File: src/rtl/serial_adder_pkg.sv
// Shared types and sizing helpers for the bit-serial adder/subtractor.
package serial_adder_pkg;

   typedef enum logic [1:0] {
      IDLE = 2'd0,
      RUN  = 2'd1,
      DONE = 2'd2
   } state_t;

   localparam int DEFAULT_WIDTH = 8;

   // Bit counter only has to reach WIDTH-1, so clog2(WIDTH) bits suffice.
   function automatic int cnt_width(input int w);
      return (w <= 2) ? 1 : $clog2(w);
   endfunction

endpackage

File: src/rtl/full_adder_bit.sv
// One-bit full adder built from two half adders and an OR for the carry.
module full_adder_bit (
   input  logic x,
   input  logic y,
   input  logic cin,
   output logic s,
   output logic cout
);

   logic w_s1;
   logic w_c1;
   logic w_c2;

   assign w_s1 = x ^ y;
   assign w_c1 = x & y;
   assign s    = w_s1 ^ cin;
   assign w_c2 = w_s1 & cin;
   assign cout = w_c1 | w_c2;

endmodule

File: src/rtl/serial_adder_sub.sv
// Bit-serial adder/subtractor: one bit per clock, LSB first, start/busy/done handshake.
//  state | meaning
//  IDLE  | waiting for start; result registers hold the last result
//  RUN   | one operand bit pair processed per clock, sum shifts in at the MSB
//  DONE  | one-cycle done pulse; start here begins the next operation at once
module serial_adder_sub
   import serial_adder_pkg::*;
#(
   parameter int WIDTH = DEFAULT_WIDTH
) (
   input  logic             clk,
   input  logic             rst_n,
   input  logic             start,
   input  logic [WIDTH-1:0] a,
   input  logic [WIDTH-1:0] b,
   input  logic             sub,
   output logic             busy,
   output logic             done,
   output logic [WIDTH-1:0] sum,
   output logic             cout,
   output logic             ovf
);

   localparam int             CW     = cnt_width(WIDTH);
   localparam logic [CW-1:0]  LAST   = CW'(WIDTH - 1);
   localparam logic [CW-1:0]  PENULT = CW'(WIDTH - 2);

   state_t           r_state;
   logic [WIDTH-1:0] r_ra;
   logic [WIDTH-1:0] r_rb;
   logic [WIDTH-1:0] r_sum;
   logic [CW-1:0]    r_cnt;
   logic             r_carry;
   logic             r_cmsb;
   logic             r_cout;
   logic             r_ovf;
   logic             r_busy;
   logic             r_done;

   logic             w_s;
   logic             w_c;

   full_adder_bit u_fa (
      .x    (r_ra[0]),
      .y    (r_rb[0]),
      .cin  (r_carry),
      .s    (w_s),
      .cout (w_c)
   );

   always_ff @(posedge clk or negedge rst_n) begin
      if (!rst_n) begin
         r_state <= IDLE;
         r_ra    <= '0;
         r_rb    <= '0;
         r_sum   <= '0;
         r_cnt   <= '0;
         r_carry <= 1'b0;
         r_cmsb  <= 1'b0;
         r_cout  <= 1'b0;
         r_ovf   <= 1'b0;
         r_busy  <= 1'b0;
         r_done  <= 1'b0;
      end else begin
         r_done <= 1'b0;
         case (r_state)
            IDLE, DONE: begin
               if (start) begin
                  // Subtract as A + ~B + 1: invert B and seed the carry with 1.
                  r_ra    <= a;
                  r_rb    <= sub ? ~b : b;
                  r_carry <= sub;
                  r_cnt   <= '0;
                  r_busy  <= 1'b1;
                  r_state <= RUN;
               end else begin
                  r_state <= IDLE;
               end
            end
            RUN: begin
               r_ra    <= r_ra >> 1;
               r_rb    <= r_rb >> 1;
               r_sum   <= {w_s, r_sum[WIDTH-1:1]};
               r_carry <= w_c;
               r_cnt   <= r_cnt + CW'(1);
               if (r_cnt == PENULT) begin
                  r_cmsb <= w_c;
               end
               if (r_cnt == LAST) begin
                  r_cout  <= w_c;
                  r_ovf   <= w_c ^ r_cmsb;
                  r_busy  <= 1'b0;
                  r_done  <= 1'b1;
                  r_state <= DONE;
               end
            end
            default: begin
               r_busy  <= 1'b0;
               r_state <= IDLE;
            end
         endcase
      end
   end

   assign busy = r_busy;
   assign done = r_done;
   assign sum  = r_sum;
   assign cout = r_cout;
   assign ovf  = r_ovf;

endmodule

File: config.mk
export PLATFORM = sky130hd
export DESIGN_NAME = serial_adder_sub
export DESIGN_NICKNAME = d
export VERILOG_FILES = /design/src/rtl/serial_adder_pkg.sv /design/src/rtl/full_adder_bit.sv /design/src/rtl/serial_adder_sub.sv
export SDC_FILE = /design/constraint.sdc
export NUM_CORES = 1
export LEC_CHECK = 0
export BUFFER_PORTS_ARGS = -buffer_cell sky130_fd_sc_hd__buf_2
export CORE_MARGIN = 8
export CORE_UTILIZATION = 57
export DETAILED_ROUTE_END_ITERATION = 8
export MAX_ROUTING_LAYER = met4
export PLACE_DENSITY = 0.82
export SLEW_MARGIN = 20
export SYNTH_ARGS = -nofsm -noshare
export SYNTH_HDL_FRONTEND = slang
export SYNTH_SLANG_ARGS = --single-unit
File: constraint.sdc
create_clock -name clk -period 2.94 [get_ports clk]
set_clock_uncertainty 0.1 [all_clocks]
set_input_delay 0.588 -clock clk [delete_from_list [all_inputs] [get_ports clk]]
set_output_delay 0.588 -clock clk [all_outputs]
set_load 0.02 [all_outputs]
==> results of run 1 <==
## registers in the layout, indices dropped and copies added (netlist names)
register  flops
r_cmsb        1
r_cnt         3
busy          1
ovf           1
sum           8
done          1
r_state       2
r_ra          8
cout          1
r_carry       1
r_rb          8
## worst min-delay path by stage
stage	end	start	slack, ns
after global routing	done	rst_n	0.27
after CTS	done	rst_n	0.23
after detailed placement	sum[0]	sum[0]	0.39
after floorplan	busy	rst_n	0.19
after global placement	sum[0]	sum[0]	0.35
final	done	rst_n	0.21
## cell usage after synthesis (all sizes together)
master | number | share of area [%]
ha | 3 | 2.4
clkbuf | 1 | 0.24
nor2 | 9 | 2.2
and2 | 2 | 0.96
o2bb2ai | 1 | 0.56
o21ai | 2 | 0.64
a22oi | 8 | 3.8
mux2 | 2 | 1.9
xor2 | 1 | 0.56
a22o | 3 | 1.7
nor2b | 2 | 1.3
buf | 9 | 4.1
or2b | 1 | 0.48
nand3 | 10 | 3.5
dfrtp | 35 | 56
inv | 2 | 0.48
xnor2 | 8 | 4.5
a221o | 7 | 4.5
nand2 | 32 | 7.7
o32ai | 1 | 0.56
a21oi | 2 | 0.64
nand2b | 1 | 0.40
fa | 1 | 1.3
## final cells by class
class | instances | area share [%]
clock buffers | 6 | 2.92
flip-flops and latches | 35 | 49.8
inverters | 2 | 0.427
repair buffers | 32 | 9.25
well taps | 31 | 2.20
multi-input cells | 96 | 35.1
clock inverters | 1 | 0.284
## logic make-up after synthesis
group / share of synthesized area [%]
AO/OA/AOI/OAI: 12.4
XOR/XNOR: 5.02
adder cells (fa/ha/maj): 3.67
buffers and inverters: 4.78
flip-flops: 55.8
multiplexers: 1.91
AND/OR/NAND/NOR: 16.4
## through the flow
stage	area [µm²]	std cells	setup WS [ns]
2_1_floorplan	1570	143	1.50
3_3_place_gp	1700	196	0.735
3_5_place_dp	1700	196	0.655
4_1_cts	1760	203	0.920
5_1_grt	1760	203	0.840
6_report	1760	203	0.905
## per-layer routing
layer	up-vias	part of all wire, %	GRT usage [%]
met2	30	50	24.0
li1	542	-	-
met4	0	1.9	4.86
met3	8	5.8	5.24
met5	-	0	-
met1	553	42	16.3
## where the power goes
| part | internal, mW | switching (mW) |
|---|---|---|
| registers | 0.694 | 0.146 |
| logic | 0.328 | 0.461 |
| clock network | 0.111 | 0.149 |
==> flow_metrics.py, run 1 <==
metrics = {
    "floorplanning": {
        "core_area_um2": 2690,
        "initial_core_util_pct": 58.4,
        "die_h_um": 68.5,
        "dieArea_um2": 4690,
        "rows": 19,
        "dieWidth_um": 68.5,
        "ios": 32,
    },
    "clocking": {
        "cts_setup_buffers": 0,
        "numCtsBuffers": 5,
        "tritoncts": "built",
        "post_cts_resized": 0,
        "clkLatencyLatePin_ns": 0.33,
        "clock-sinks": 35,
        "root_buffer": "clkbuf_4",
        "clk_path_buf_depth": 2,
        "cts_htree_levels": 2,
        "clk_pin_slew_worst_paths_ns": 0.10,
        "postCtsHoldBufs": 0,
    },
    "routing": {
        "first_pass_iters": 4,
        "ant_nets": 0,
        "avgRoutedWirePerCell_um": 15.1,
        "vias": 1133,
        "vias_per_cell": 5.58,
        "drt_iter0_markers": 50,
        "wl_um": 3070,
        "drc_errors": 0,
    },
    "pwr": {
        "ir_drop_uv": 658,
        "total_leakage_power_nw": 0.909,
        "total_power_mw": 1.89,
        "cellPowerDensity_nw_per_um2": 1070,
    },
    "setup_path": {
        "cp.arrival_ns": 2.15,
        "worst_path_largest_cell_delay_ns": 0.63,
        "critical_path.endpoint": "r_rb[4]",
        "crit_fanout": 11,
        "r2r_cells": 3,
        "worstSetupStartpointType": "flip-flop",
        "path_class": "flip-flop to flip-flop",
        "cp.depth": 3,
        "worst-r2r-setup-slack_ns": 0.91,
        "critPathCaptureType": "flip-flop",
        "crit_start": "r_state[0]",
        "critPathSlowestCell": "nor2b_1",
        "required_ns": 3.06,
        "crit_buf_inv": 0,
        "cp_cell_sequence": "nor2b_1, nor2_1, a221o_1",
        "path_delay_family": "simple AND/OR/NAND/NOR gates",
        "r2r_start": "r_state[0]",
        "reg2reg_to": "r_rb[4]",
    },
    "global_route": {
        "grt_pass1_wl_um": 5030,
        "antenna_found_initial": 0,
        "groute.usage.overall_pct": 14.7,
        "grt_overflow": 0,
        "grt_max_degree": 36,
        "grt_pass1_vias": 1171,
    },
    "yosys": {
        "ys_ff_latch": 35,
        "syn_area_per_cell_um2": 11.0,
        "synthCells": 143,
        "synth_nets": 167,
        "ys_warn_count": 0,
        "netlist_area_um2": 1570,
        "yosysSeqAreaShare_pct": 55.8,
        "ys_types": 28,
    },
    "timing": {
        "worst_slew_pin_slew_ns": 0.776,
        "slew_viol_final": 0,
        "finalCritPeriodShare_pct": 69.2,
        "slew-limit-headroom_pct": 48.2,
        "min_period_ns": 2.03,
        "holdWs_ns": 0.209,
        "setup_violations": 0,
        "rsz0062_at_grt": "false",
        "setup_tns_ns": 0,
        "fmax_ghz": 0.491,
        "final_hold_viol_count": 0,
    },
    "layout": {
        "seqCellArea_um2": 876,
        "synthToLayoutAreaGrowth_pct": 12.1,
        "multiInputGateArea_um2": 618,
        "layout.nets": 196,
        "post-route-util_pct": 65.5,
        "layout_commonest_cell": "dfrtp_1",
        "final_layout_size_suffix_gt1_share_pct": 25.6,
        "n_fill_cell": 223,
        "final_cell_mix": "35 x dfrtp_1, 32 x nand2_1, 31 x buf_2",
        "antenna_cells": 0,
    },
    "worst_hold_path": {
        "worstHoldPathType": "input port to asynchronous set/reset pin",
    },
    "run_status": {
        "status": "finished clean",
    },
    "placed_design": {
        "globalplace.congestion": 0.765,
        "io_buffers": 31,
        "hpwlAfterDp_um": 2210,
    },
    "flow_run": {
        "max_cap_viol_count": 0,
    },
}
Power figures use the tool's default switching activity.
==> run 2, diff against run 1 <==
Settings changed: CORE_UTILIZATION 57 to 48, PLACE_DENSITY 0.82 to 0.74.
Clock period 2.94 ns to 1.85 ns, I/O delays scaled along.
==> flow_metrics.py, run 2 (synthesized netlist as in run 1, its figures left out) <==
metrics = {
    "run_status": {
        "status": "finished clean",
    },
    "timing": {
        "slew-limit-headroom_pct": 52.0,
        "fmax_ghz": 0.635,
        "finalCritPeriodShare_pct": 85.1,
        "final_hold_viol_count": 0,
        "worst_slew_pin_slew_ns": 0.717,
        "min_period_ns": 1.57,
        "setup_violations": 0,
        "setup_tns_ns": 0,
        "rsz0062_at_grt": "false",
        "slew_viol_final": 0,
    },
    "setup_path": {
        "cp.arrival_ns": 1.74,
        "worstSetupStartpointType": "flip-flop",
        "crit_fanout": 11,
        "crit_start": "r_state[0]",
        "r2r_start": "r_state[0]",
        "reg2reg_to": "r_rb[0]",
        "worst-r2r-setup-slack_ns": 0.28,
        "r2r_cells": 3,
        "required_ns": 2.01,
        "path_class": "flip-flop to flip-flop",
        "critPathCaptureType": "flip-flop",
        "critical_path.endpoint": "r_rb[0]",
    },
    "placed_design": {
        "placed_area_um2": 1760,
        "hpwlAfterDp_um": 2250,
        "globalplace.congestion": 0.731,
        "io_buffers": 31,
    },
    "clocking": {
        "tritoncts": "built",
        "cts_setup_buffers": 0,
        "post_cts_resized": 0,
        "cts_htree_levels": 2,
        "clock-sinks": 35,
        "root_buffer": "clkbuf_4",
        "postCtsHoldBufs": 1,
        "clkLatencyLatePin_ns": 0.32,
        "clk_pin_slew_worst_paths_ns": 0.10,
        "clk_path_buf_depth": 2,
        "numCtsBuffers": 5,
    },
    "routing": {
        "ant_nets": 0,
        "avgRoutedWirePerCell_um": 13.6,
        "wl_um": 3040,
        "vias_per_cell": 5.21,
        "first_pass_iters": 5,
        "drt_iter0_markers": 73,
        "drc_errors": 0,
        "vias": 1161,
    },
    "pwr": {
        "ir_drop_uv": 736,
        "total_leakage_power_nw": 0.932,
        "internal_power_mw": 1.82,
        "seqPwrFrac_pct": 44.1,
        "cellPowerDensity_nw_per_um2": 1660,
        "swShare_pct": 39.6,
        "combPwrFrac_pct": 43.4,
        "p_clk_share_pct": 12.4,
        "net-switching-power_mw": 1.19,
    },
    "flow_run": {
        "max_cap_viol_count": 0,
    },
    "global_route": {
        "groute.usage.overall_pct": 12.8,
        "grt_overflow": 0,
        "antenna_found_initial": 0,
        "grt_pass1_wl_um": 5260,
        "grt_max_degree": 36,
        "grt_pass1_vias": 1209,
    },
    "worst_hold_path": {
        "worstHoldPathType": "input port to flip-flop",
    },
    "layout": {
        "synthToLayoutAreaGrowth_pct": 15.8,
        "final_cell_mix": "35 x dfrtp_1, 32 x nand2_1, 31 x buf_2",
        "antenna_cells": 0,
        "final_layout_size_suffix_gt1_share_pct": 26.8,
        "layout.nets": 202,
        "n_fill_cell": 279,
        "layout_commonest_cell": "dfrtp_1",
        "final_area_um2": 1820,
    },
    "floorplanning": {
        "dieWidth_um": 73.2,
        "core_area_um2": 3080,
        "die_h_um": 73.2,
        "dieArea_um2": 5350,
        "ios": 32,
        "rows": 20,
        "initial_core_util_pct": 51.0,
    },
}
[run 2: changes by cell type in the layout (fill, tap and decap cells not counted), sizes merged]
cell,delta
dlygate4sd3,+1
clkbuf,+1
buf,+5
[run 2: how the worst min path moves through the flow]
stage / slack (ns) / from / endpoint / cells after the start
after floorplan: -0.03 / rst_n / busy / 0
after detailed placement: 0.32 / rst_n / busy / 2
after CTS: 0.15 / a[7] / r_ra[7] / 2
after global routing: 0.15 / a[7] / r_ra[7] / 2
final: 0.16 / a[3] / r_ra[3] / 3
after global placement: 0.32 / rst_n / busy / 2
[run 2: worst max-delay path, cell delays in order (launching register included)]
cell     delay (ns)
dfrtp_1        0.43
nor2b_4        0.16
nor2_1         0.57
a221o_1        0.26
[run 2: through the flow]
step / utilization [%] / worst slack [ns] / cells / power, mW / hold slack (ns)
after floorplan: - / 0.406 / 143 / 2.33 / -0.0256
after global placement: 57.1 / 0.319 / 214 / 2.60 / 0.319
after detailed placement: 57.1 / 0.275 / 214 / 2.67 / 0.324
after CTS: 59.0 / 0.313 / 223 / 3.05 / 0.155
after global routing: 59.0 / 0.170 / 223 / 3.27 / 0.154
final: 59.0 / 0.275 / 223 / 3.01 / 0.163
[run 2: final cells by class]
| cell class | instances | area (µm²) | area share, % |
|---|---|---|---|
| clock buffers | 7 | 45.0 | 2.48 |
| clock inverters | 1 | 5.00 | 0.275 |
| inverters | 2 | 7.51 | 0.413 |
| multi-input cells | 96 | 618 | 34.0 |
| flip-flops and latches | 35 | 876 | 48.2 |
| well taps | 44 | 55.1 | 3.03 |
| repair buffers | 38 | 210 | 11.6 |
[run 2: routing by layer]
layer | vias up | track usage (%) | part of all wire, %
met2 | 29 | 20.7 | 49
met1 | 564 | 14.5 | 44
li1 | 558 | - | -
met4 | 0 | 5.78 | 2.0
met5 | - | - | 0
met3 | 10 | 3.43 | 4.9
[run 2: power groups by stage]
stage          combinational (mW)  sequential, mW  clock [mW]
2_1_floorplan               0.899            1.43           0
3_3_place_gp                 1.28            1.32           0
3_5_place_dp                 1.33            1.34           0
4_1_cts                      1.33            1.33       0.390
5_1_grt                      1.48            1.37       0.417
6_report                     1.31            1.33       0.374
==> run 3, diff against run 2 <==
Settings changed: CORE_ASPECT_RATIO from default to 1.2.
==> flow_metrics.py, run 3 (synthesized netlist as in run 1, its figures left out) <==
metrics = {
    "pwr": {
        "total_power_mw": 3.01,
        "ir_drop_uv": 995,
        "cellPowerDensity_nw_per_um2": 1690,
        "total_leakage_power_nw": 0.918,
    },
    "global_route": {
        "grt_overflow": 0,
        "antenna_found_initial": 0,
        "grt_max_degree": 36,
        "groute.usage.overall_pct": 13.0,
        "grt_pass1_vias": 1173,
        "grt_pass1_wl_um": 5330,
    },
    "clocking": {
        "clkLatencyLatePin_ns": 0.33,
        "cts_htree_levels": 2,
        "numCtsBuffers": 5,
        "clk_pin_slew_worst_paths_ns": 0.10,
        "clock-sinks": 35,
        "tritoncts": "built",
        "postCtsHoldBufs": 0,
        "cts_setup_buffers": 0,
        "root_buffer": "clkbuf_4",
        "clk_path_buf_depth": 2,
        "post_cts_resized": 0,
    },
    "routing": {
        "vias": 1139,
        "drt_iter0_markers": 66,
        "avgRoutedWirePerCell_um": 14.9,
        "wl_um": 3150,
        "drc_errors": 0,
        "first_pass_iters": 4,
        "vias_per_cell": 5.40,
        "ant_nets": 0,
    },
    "placed_design": {
        "place_ws_ns": 0.272,
        "io_buffers": 31,
        "hpwlAfterDp_um": 2330,
        "placed_area_um2": 1740,
        "globalplace.congestion": 0.771,
    },
    "floorplanning": {
        "ios": 32,
        "rows": 22,
        "dieArea_um2": 5360,
        "core_area_um2": 3080,
        "dieWidth_um": 68.2,
        "die_h_um": 78.6,
        "initial_core_util_pct": 50.9,
    },
    "timing": {
        "final_hold_viol_count": 0,
        "worst_slew_pin_slew_ns": 0.763,
        "slew-limit-headroom_pct": 49.2,
        "setup_violations": 0,
        "worst_slack_ns": 0.296,
        "setup_tns_ns": 0,
        "fmax_ghz": 0.643,
        "rsz0062_at_grt": "false",
        "finalCritPeriodShare_pct": 84.0,
        "min_period_ns": 1.55,
        "slew_viol_final": 0,
    },
    "run_status": {
        "status": "finished clean",
    },
    "setup_path": {
        "reg2reg_to": "r_rb[4]",
        "worst-r2r-setup-slack_ns": 0.30,
        "worstSetupStartpointType": "flip-flop",
        "path_class": "flip-flop to flip-flop",
        "cp.arrival_ns": 1.72,
        "required_ns": 2.02,
        "critPathCaptureType": "flip-flop",
        "r2r_start": "r_state[0]",
        "crit_fanout": 11,
        "r2r_cells": 3,
    },
    "layout": {
        "final_layout_size_suffix_gt1_share_pct": 26.3,
        "layout_commonest_cell": "dfrtp_1",
        "final_area_um2": 1780,
        "antenna_cells": 0,
        "post-route-util_pct": 57.8,
        "synthToLayoutAreaGrowth_pct": 13.5,
        "final_cell_mix": "35 x dfrtp_1, 32 x nand2_1, 31 x buf_2",
        "layout.nets": 200,
    },
    "flow_run": {
        "max_cap_viol_count": 0,
    },
    "worst_hold_path": {
        "worstHoldPathType": "input port to asynchronous set/reset pin",
    },
}
==> run 3: cell types whose count changed in the layout (fill, tap and decap cells not counted), sizes merged <==
cell / delta
clkbuf: -1
buf: -1
clkinv: -1
dlygate4sd3: -1
==> run 3: where the power goes <==
part | switching, mW | internal (mW) | leakage (nW)
Sequential | 0.226 | 1.10 | 0.439
Combinational | 0.753 | 0.568 | 0.455
Clock | 0.231 | 0.135 | 0.0242
Total | 1.21 | 1.81 | 0.918
==> run 3: final cells by class <==
| cell class | count | area (µm²) |
|---|---|---|
| Fill cell | 285 | 1300 |
| Sequential cell | 35 | 876 |
| Multi-Input combinational cell | 96 | 618 |
| Timing Repair Buffer | 36 | 193 |
| Tap cell | 36 | 45.0 |
| Clock buffer | 6 | 41.3 |
| Inverter | 2 | 7.51 |
==> run 3: worst max-delay path, stage by stage (launching register included) <==
cell,delay (ns)
dfrtp_1,0.42
nor2b_4,0.17
nor2_1,0.56
a221o_1,0.26
==> run 3: worst max-delay path by stage <==
stage | start | end | slack (ns)
final | r_state[0] | r_rb[4] | 0.30
after global routing | r_state[0] | r_rb[7] | 0.19
after CTS | r_state[0] | r_rb[4] | 0.29
after detailed placement | start | r_rb[6] | 0.27
after global placement | start | r_rb[0] | 0.30
after floorplan | r_cnt[0] | cout | 0.41
==> run 3: per-layer routing <==
| metal | part of all wire [%] | routed length (µm) | GRT usage, % | vias up |
|---|---|---|---|---|
| li1 | - | - | - | 550 |
| met3 | 7.0 | 221 | 4.40 | 5 |
| met1 | 45 | 1410 | 15.5 | 544 |
| met5 | 0 | 0 | - | - |
| met2 | 47 | 1480 | 19.9 | 40 |
| met4 | 1.5 | 48 | 4.52 | 0 |
==> run 3: stage by stage <==
step | instances | hold WS, ns
floorplan | 143 | -0.0256
CTS | 211 | 0.0214
global placement | 205 | 0.354
finish | 211 | 0.00525
global route | 211 | 0.0627
detailed placement | 205 | 0.374
